===== config.mk =====
export PLATFORM = sky130hd
export DESIGN_NAME = sd_audio_dma
export DESIGN_NICKNAME = d
export VERILOG_FILES = /design/src/rtl/sd_audio_dma.sv
export SDC_FILE = /design/constraint.sdc
export NUM_CORES = 1
export LEC_CHECK = 0
export BUFFER_PORTS_ARGS = -buffer_cell sky130_fd_sc_hd__buf_2
export CAP_MARGIN = 20
export CORE_UTILIZATION = 60
export CTS_CLUSTER_DIAMETER = 100
export CTS_CLUSTER_SIZE = 8
export DETAILED_ROUTE_END_ITERATION = 8
export HOLD_SLACK_MARGIN = 0.08
export PLACE_DENSITY_LB_ADDON = 0.05
export REMOVE_ABC_BUFFERS = 1
export SLEW_MARGIN = 25
export SYNTH_ARGS = -nofsm -noshare
export SYNTH_HDL_FRONTEND = slang
export SYNTH_SLANG_ARGS = --single-unit

===== constraint.sdc =====
create_clock -name clk -period 16.3 [get_ports clk]
set_clock_uncertainty 0.15 [all_clocks]
set_input_delay 0 -clock clk [delete_from_list [all_inputs] [get_ports clk]]
set_output_delay 0 -clock clk [all_outputs]
set_load 0.05 [all_outputs]

===== src/rtl/sd_audio_dma.sv =====
// Ping-pong refill DMA for the sigma-delta audio sample buffer.
// Streams words from system RAM into the two buffer halves, owns the
// audio active bit and pads with silence once a non-looping stream ends.
module sd_audio_dma #(
  parameter int unsigned HALF_WORDS = 512,
  parameter logic [31:0] BUF_BASE   = 32'h0000_0000,
  parameter logic [31:0] SILENCE    = 32'h8080_8080
) (
  input  logic        clk,
  input  logic        rst,
  input  logic        cfg_valid,
  output logic        cfg_ready,
  input  logic [3:0]  cfg_addr,
  input  logic [3:0]  cfg_wstrb,
  input  logic [31:0] cfg_wdata,
  output logic [31:0] cfg_rdata,
  output logic        rd_valid,
  input  logic        rd_ready,
  output logic [31:0] rd_addr,
  input  logic [31:0] rd_rdata,
  output logic        wr_valid,
  input  logic        wr_ready,
  output logic [31:0] wr_addr,
  output logic [31:0] wr_wdata,
  output logic [3:0]  wr_wstrb,
  input  logic        play_half,
  output logic        audio_active,
  output logic        irq_o
);

  localparam int unsigned BUF_WORDS = 2 * HALF_WORDS;
  localparam int unsigned IDX_W     = $clog2(BUF_WORDS);
  localparam int unsigned CNT_W     = IDX_W + 1;

  localparam logic [2:0] S_IDLE   = 3'd0;
  localparam logic [2:0] S_PRIME  = 3'd1;
  localparam logic [2:0] S_WAIT   = 3'd2;
  localparam logic [2:0] S_FILL   = 3'd3;
  localparam logic [2:0] S_DRAIN  = 3'd4;
  localparam logic [2:0] S_FINISH = 3'd5;

  logic [2:0]       state_q, state_d;
  logic [2:0]       ctrl_q, ctrl_d;
  logic [31:0]      src_q, src_d;
  logic [23:0]      len_q, len_d;
  logic             busy_q, busy_d;
  logic             underrun_q, underrun_d;
  logic             done_q, done_d;
  logic [31:0]      cursor_q, cursor_d;
  logic [23:0]      remain_q, remain_d;
  logic [IDX_W-1:0] buf_idx_q, buf_idx_d;
  logic [CNT_W-1:0] cnt_q, cnt_d;
  logic             last_half_q, last_half_d;
  logic             play_prev_q, play_prev_d;
  logic             sil_q, sil_d;
  logic             drain_q, drain_d;
  logic             cfg_ready_q, cfg_ready_d;
  logic [31:0]      cfg_rdata_q, cfg_rdata_d;
  logic             rd_valid_q, rd_valid_d;
  logic [31:0]      rd_addr_q, rd_addr_d;
  logic             wr_valid_q, wr_valid_d;
  logic [31:0]      wr_addr_q, wr_addr_d;
  logic [31:0]      wr_wdata_q, wr_wdata_d;
  logic [3:0]       wr_wstrb_q, wr_wstrb_d;
  logic             active_q, active_d;
  logic             irq_q, irq_d;

  logic             cfg_acc_c;
  logic             start_c;
  logic             stop_c;
  logic             toggle_c;
  logic [CNT_W-1:0] tgt_c;
  logic             unused_ok_c;

  assign cfg_acc_c   = cfg_valid & ~cfg_ready_q;
  // Run 0->1 written while idle launches a stream.
  assign start_c     = (state_q == S_IDLE) & cfg_acc_c & (cfg_addr[3:2] == 2'd0)
                       & cfg_wstrb[0] & cfg_wdata[0] & ~ctrl_q[0];
  assign stop_c      = busy_q & ~ctrl_q[0];
  assign toggle_c    = play_half ^ play_prev_q;
  assign tgt_c       = (state_q == S_PRIME) ? CNT_W'(BUF_WORDS) : CNT_W'(HALF_WORDS);
  assign unused_ok_c = ^cfg_addr[1:0];

  // Register file access, sequencer and bus master next-state logic.
  always_comb begin
    state_d     = state_q;
    ctrl_d      = ctrl_q;
    src_d       = src_q;
    len_d       = len_q;
    busy_d      = busy_q;
    underrun_d  = underrun_q;
    done_d      = done_q;
    cursor_d    = cursor_q;
    remain_d    = remain_q;
    buf_idx_d   = buf_idx_q;
    cnt_d       = cnt_q;
    last_half_d = last_half_q;
    play_prev_d = play_half;
    sil_d       = sil_q;
    drain_d     = drain_q;
    cfg_ready_d = 1'b0;
    cfg_rdata_d = '0;
    rd_valid_d  = rd_valid_q;
    rd_addr_d   = rd_addr_q;
    wr_valid_d  = wr_valid_q;
    wr_addr_d   = wr_addr_q;
    wr_wdata_d  = wr_wdata_q;
    active_d    = active_q;

    if (cfg_acc_c) begin
      cfg_ready_d = 1'b1;
      if (cfg_wstrb == 4'h0) begin
        case (cfg_addr[3:2])
          2'd0:    cfg_rdata_d = {29'd0, ctrl_q};
          2'd1:    cfg_rdata_d = src_q;
          2'd2:    cfg_rdata_d = {8'd0, len_q};
          default: cfg_rdata_d = {29'd0, done_q, underrun_q, busy_q};
        endcase
      end else begin
        case (cfg_addr[3:2])
          2'd0: if (cfg_wstrb[0]) ctrl_d = cfg_wdata[2:0];
          2'd1: begin
            for (int b = 0; b < 4; b++)
              if (cfg_wstrb[b]) src_d[8*b +: 8] = cfg_wdata[8*b +: 8];
            src_d[1:0] = 2'b00;
          end
          2'd2: begin
            for (int b = 0; b < 3; b++)
              if (cfg_wstrb[b]) len_d[8*b +: 8] = cfg_wdata[8*b +: 8];
          end
          default: begin
            if (cfg_wstrb[0] && cfg_wdata[1]) underrun_d = 1'b0;
            if (cfg_wstrb[0] && cfg_wdata[2]) done_d     = 1'b0;
          end
        endcase
      end
    end

    case (state_q)
      S_IDLE: begin
        if (start_c) begin
          cursor_d  = src_q;
          remain_d  = len_q;
          buf_idx_d = '0;
          cnt_d     = '0;
          sil_d     = 1'b0;
          done_d    = 1'b0;
          busy_d    = 1'b1;
          state_d   = (len_q == 24'd0) ? S_FINISH : S_PRIME;
        end
      end

      S_PRIME, S_FILL: begin
        if (state_q == S_FILL && toggle_c) underrun_d = 1'b1;
        if (rd_valid_q) begin
          if (rd_ready) begin
            rd_valid_d = 1'b0;
            // Looping streams reload on the last word so no gap appears.
            if (remain_q == 24'd1 && ctrl_q[1]) begin
              cursor_d = src_q;
              remain_d = len_q;
            end else begin
              cursor_d = cursor_q + 32'd4;
              remain_d = remain_q - 24'd1;
            end
            if (stop_c) begin
              state_d = S_FINISH;
            end else begin
              wr_valid_d = 1'b1;
              wr_wdata_d = rd_rdata;
              wr_addr_d  = BUF_BASE + 32'({buf_idx_q, 2'b00});
            end
          end
        end else if (wr_valid_q) begin
          if (wr_ready) begin
            wr_valid_d = 1'b0;
            buf_idx_d  = buf_idx_q + IDX_W'(1);
            cnt_d      = cnt_q + CNT_W'(1);
            if (stop_c) begin
              state_d = S_FINISH;
            end else if (cnt_d == tgt_c) begin
              cnt_d = '0;
              if (state_q == S_PRIME) begin
                active_d    = 1'b1;
                last_half_d = play_half;
              end
              if (sil_q) begin
                drain_d = 1'b0;
                state_d = S_DRAIN;
              end else begin
                state_d = S_WAIT;
              end
            end
          end
        end else if (stop_c) begin
          state_d = S_FINISH;
        end else if (remain_q != 24'd0) begin
          rd_valid_d = 1'b1;
          rd_addr_d  = cursor_q;
        end else begin
          wr_valid_d = 1'b1;
          wr_wdata_d = SILENCE;
          wr_addr_d  = BUF_BASE + 32'({buf_idx_q, 2'b00});
          sil_d      = 1'b1;
        end
      end

      S_WAIT: begin
        if (stop_c) begin
          state_d = S_FINISH;
        end else if (play_half != last_half_q) begin
          last_half_d = play_half;
          buf_idx_d   = {last_half_q, {(IDX_W-1){1'b0}}};
          cnt_d       = '0;
          state_d     = S_FILL;
        end
      end

      S_DRAIN: begin
        if (stop_c) begin
          state_d = S_FINISH;
        end else if (toggle_c) begin
          if (drain_q) state_d = S_FINISH;
          drain_d = 1'b1;
        end
      end

      S_FINISH: begin
        active_d   = 1'b0;
        busy_d     = 1'b0;
        done_d     = 1'b1;
        rd_valid_d = 1'b0;
        wr_valid_d = 1'b0;
        state_d    = S_IDLE;
      end

      default: state_d = S_IDLE;
    endcase

    wr_wstrb_d = {4{wr_valid_d}};
    irq_d      = ctrl_d[2] & (done_d | underrun_d);
  end

  // State and output registers.
  always_ff @(posedge clk or posedge rst) begin
    if (rst) begin
      state_q     <= S_IDLE;
      ctrl_q      <= '0;
      src_q       <= '0;
      len_q       <= '0;
      busy_q      <= 1'b0;
      underrun_q  <= 1'b0;
      done_q      <= 1'b0;
      cursor_q    <= '0;
      remain_q    <= '0;
      buf_idx_q   <= '0;
      cnt_q       <= '0;
      last_half_q <= 1'b0;
      play_prev_q <= 1'b0;
      sil_q       <= 1'b0;
      drain_q     <= 1'b0;
      cfg_ready_q <= 1'b0;
      cfg_rdata_q <= '0;
      rd_valid_q  <= 1'b0;
      rd_addr_q   <= '0;
      wr_valid_q  <= 1'b0;
      wr_addr_q   <= '0;
      wr_wdata_q  <= '0;
      wr_wstrb_q  <= '0;
      active_q    <= 1'b0;
      irq_q       <= 1'b0;
    end else begin
      state_q     <= state_d;
      ctrl_q      <= ctrl_d;
      src_q       <= src_d;
      len_q       <= len_d;
      busy_q      <= busy_d;
      underrun_q  <= underrun_d;
      done_q      <= done_d;
      cursor_q    <= cursor_d;
      remain_q    <= remain_d;
      buf_idx_q   <= buf_idx_d;
      cnt_q       <= cnt_d;
      last_half_q <= last_half_d;
      play_prev_q <= play_prev_d;
      sil_q       <= sil_d;
      drain_q     <= drain_d;
      cfg_ready_q <= cfg_ready_d;
      cfg_rdata_q <= cfg_rdata_d;
      rd_valid_q  <= rd_valid_d;
      rd_addr_q   <= rd_addr_d;
      wr_valid_q  <= wr_valid_d;
      wr_addr_q   <= wr_addr_d;
      wr_wdata_q  <= wr_wdata_d;
      wr_wstrb_q  <= wr_wstrb_d;
      active_q    <= active_d;
      irq_q       <= irq_d;
    end
  end

  assign cfg_ready    = cfg_ready_q;
  assign cfg_rdata    = cfg_rdata_q;
  assign rd_valid     = rd_valid_q;
  assign rd_addr      = rd_addr_q;
  assign wr_valid     = wr_valid_q;
  assign wr_addr      = wr_addr_q;
  assign wr_wdata     = wr_wdata_q;
  assign wr_wstrb     = wr_wstrb_q;
  assign audio_active = active_q;
  assign irq_o        = irq_q;

endmodule


==> key figures <==
Synth
  • Post-synth top area share: 53.87%
  • Synth cell count leaders: dfrtp_1 (251), mux2_2 (101), nand2_1 (91)
  • Count leader, synth: dfrtp_1
  • Async SR Flop Fraction: 100.0%
  • Seq cells post-synth: 251
  • Average size of a mapped cell: 10.52 sq um
  • Top_reg_cell synth: dfrtp_1
  • EDFF count, synth: 0
  • Synth Instances: 1108
  • Yosys top cell by area: dfrtp_1
  • Library cells used by synthesis: 68
  • Mapped Area: 11660 sq um
  • Ranking of synthesized cells by area: dfrtp_1 (54%), mux2_2 (9.8%), a21oi_1 (3.8%), o21ai_0 (3.2%), nand2_1 (2.9%)
  • Synth warn: 0
  • Register area share after synthesis: 53.87%

GRT
  • Gr usage total: 31.58%
  • M1 GR Usage: 41.67%
  • Vias in the first global route: 9574
  • Initial antenna violation count: 0
  • First-pass GRT wire length: 49810 um
  • Met3 GRT Util: 4.961%
  • GRT met2 Usage: 54.06%
  • Grt peak-use layer: met2
  • Largest net degree at the start of global routing: 115
  • GRT overflow: 0

STA
  • Max Slew Vio Count: 0
  • Hold Vio Cnt, Final: 0
  • Setup TNS: 0 ps
  • Max_slew headroom: 35.64%
  • Achievable Freq: 282.7 MHz
  • Min cycle time layout: 3537 ps
  • Worst-margin pin slew: 965.4 ps
  • Final Cycle Share: 21.70%
  • Final Setup Violations: 0
  • Worst setup margin: 12760 ps
  • RSZ-0062 raised after global routing: no

Setup path
  • CP Depth: 6
  • Critical path, cell by cell: clkinv_1 -> nor2_1 -> nand2_1 -> nor4_2 -> buf_4 -> mux2_2
  • Req. time, crit path: 16530 ps
  • Number of buffers and inverters on the critical path: 2
  • Reg2Reg Setup Slack: 12760 ps
  • Slowest cell on crit path: nor2_1
  • WP data arrival: 3770 ps
  • R2R depth: 6
  • Critical path's top delay family: simple AND/OR/NAND/NOR gates
  • Crit start category: flop
  • Slowest stage delay, CP: 810 ps
  • Kind of critical path: reg2reg
  • Crit path max fanout: 31
  • R2r endpoint: rd_addr[29]
  • Crit end category: flop
  • RR Startpoint: state_q[0]

Worst hold path
  • Worst Hold Class: in2reg
  • Min-delay src: rd_rdata[0]
  • Hold Path Depth: 3
  • Worst Hold End: wr_wdata[0]

Detailed routing
  • Vias/cell: 6.064
  • DRT iter0 DRCs: 604
  • ANT nets after route: 0
  • Drt total wl: 30860 um
  • WL per Instance: 18.93 um
  • Vias: 9884
  • Detailed Routing Iterations Pass 1: 7
  • DRC viols: 0

Clock network
  • Setup Fix Bufs, Post-CTS: 0
  • Clock sink total: 251
  • CTS buffer count: 37
  • Clk Latency, worst-skew pair: 510 ps
  • Clock root buffer: clkbuf_16
  • Clock transition at path regs: 50 ps
  • CTS tree: done
  • CTS max path bufs: 3
  • CTS H-Tree Depth: 2

Pwr
  • P_leak: 6.647 nW
  • Pwr Total: 2.860 mW
  • Power Density: 195.8 nW/um^2
  • Max VDD drop: 153.6 uV

Die
  • Die width: 141.4 um
  • Number of I/O pins: 215
  • Die area: 20000 sq um
  • Die H: 141.4 um
  • CORE AREA: 18890 sq um
  • Row count: 50
  • Starting Density: 61.72%

Status
  • Status: complete, no violations

Finish
  • Layout Cells excl Fill: 1630
  • Post-route cell area: 14610 sq um
  • Layout cells sized above 1: 26.35%
  • Area Growth Syn to Fin: 25.28%
  • Fillers: 1292
  • Layout Nets: 1451
  • Ant. Diodes: 0

Placement
  • Cell Area, Placed: 12720 sq um
  • DP Worst Slack: 12820 ps
  • Port buffer count: 188
  • Placer Congestion: 0.8814
  • Hpwl dp: 18730 um
  • Placed Instances: 1501

Job
  • Max-cap viol count: 0
[cell usage in the layout, fill, tap and decap left out, types with 24 or more instances in the layout]
master           n
a21oi_1         88
a22o_1          31
a22oi_1         29
buf_2          188
clkbuf_16       39
conb_1          24
dfrtp_1        251
dlygate4sd3_1   87
mux2_2         101
nand2_1         91
nand3_1         32
nor2_1          79
nor3_1          26
o21ai_0         75
[per-layer routing]
layer	vias up	wire, um
met5	-	0
met4	0	618
met3	66	1853
met2	435	15530
met1	4868	12850
li1	4515	-
[cells by family (layout without fill, tap and decap cells)]
logic type,after synthesis,count (layout),share of synthesized area [%]
other,1,24,0.03216
muxes,103,103,10.03
DFF,251,251,53.87
AOI/OAI and AO/OA,304,304,16.59
and+or+nand+nor,334,334,14.21
xor gates and xnor gates,4,4,0.3005
buffers and inverters,106,345,4.432
adders and majority gates,5,5,0.5365
[registers in the layout, indices dropped and copies added (netlist names), 11 cells and up]
signal     cells
src_q         30
cfg_rdata     32
rd_addr       30
cnt_q         11
len_q         24
wr_wdata      32
cursor_q      30
remain_q      24
[worst max-delay path by stage]
stage | slack [ps] | endpoint | start
after CTS | 12810 | rd_addr[23] | state_q[0]
after floorplan | 9250 | audio_active | rst
after detailed placement | 12820 | rd_addr[29] | state_q[0]
final | 12760 | rd_addr[29] | state_q[0]
after global routing | 12570 | cursor_q[12] | state_q[2]
after global placement | 12920 | rd_addr[20] | state_q[0]
[area by class of cell]
| class | instances | area [sq um] | share of cell area, % |
|---|---|---|---|
| clock inverters | 2 | 16.27 | 0.1113 |
| multi-input cells | 774 | 5020 | 34.36 |
| flip-flops and latches | 251 | 6281 | 43.00 |
| repair buffers | 286 | 1914 | 13.10 |
| inverters | 18 | 75.07 | 0.5139 |
| well taps | 260 | 325.3 | 2.227 |
| clock buffers | 39 | 975.9 | 6.681 |
[where the power goes]
part           switching [mW]  internal [mW]  total [mW]
clock                   0.254          0.418       0.672
combinational           0.767          0.385        1.15
sequential              0.204          0.833        1.04
[timing repair]
| item | 4_1_cts | 5_1_grt |
|---|---|---|
| hold buffers | 86 | 1 |
| resized for setup | 0 | 0 |
| endpoints found under the hold margin | 242 | 1 |
[through the flow]
step / utilization, % / hold slack, ps
2_1_floorplan: - / -118.6
3_3_place_gp: 67.23 / 49.10
3_5_place_dp: 67.30 / 47.29
4_1_cts: 77.11 / 82.75
5_1_grt: 77.32 / 113.2
6_report: 77.32 / 110.5
[worst min-delay path, delay by kind of cell]
family / cells / cell delay [ps]
buffers and inverters: 2 / 610
AO/OA/AOI/OAI: 1 / 110
Note: power is estimated with default switching activity, not from simulation.
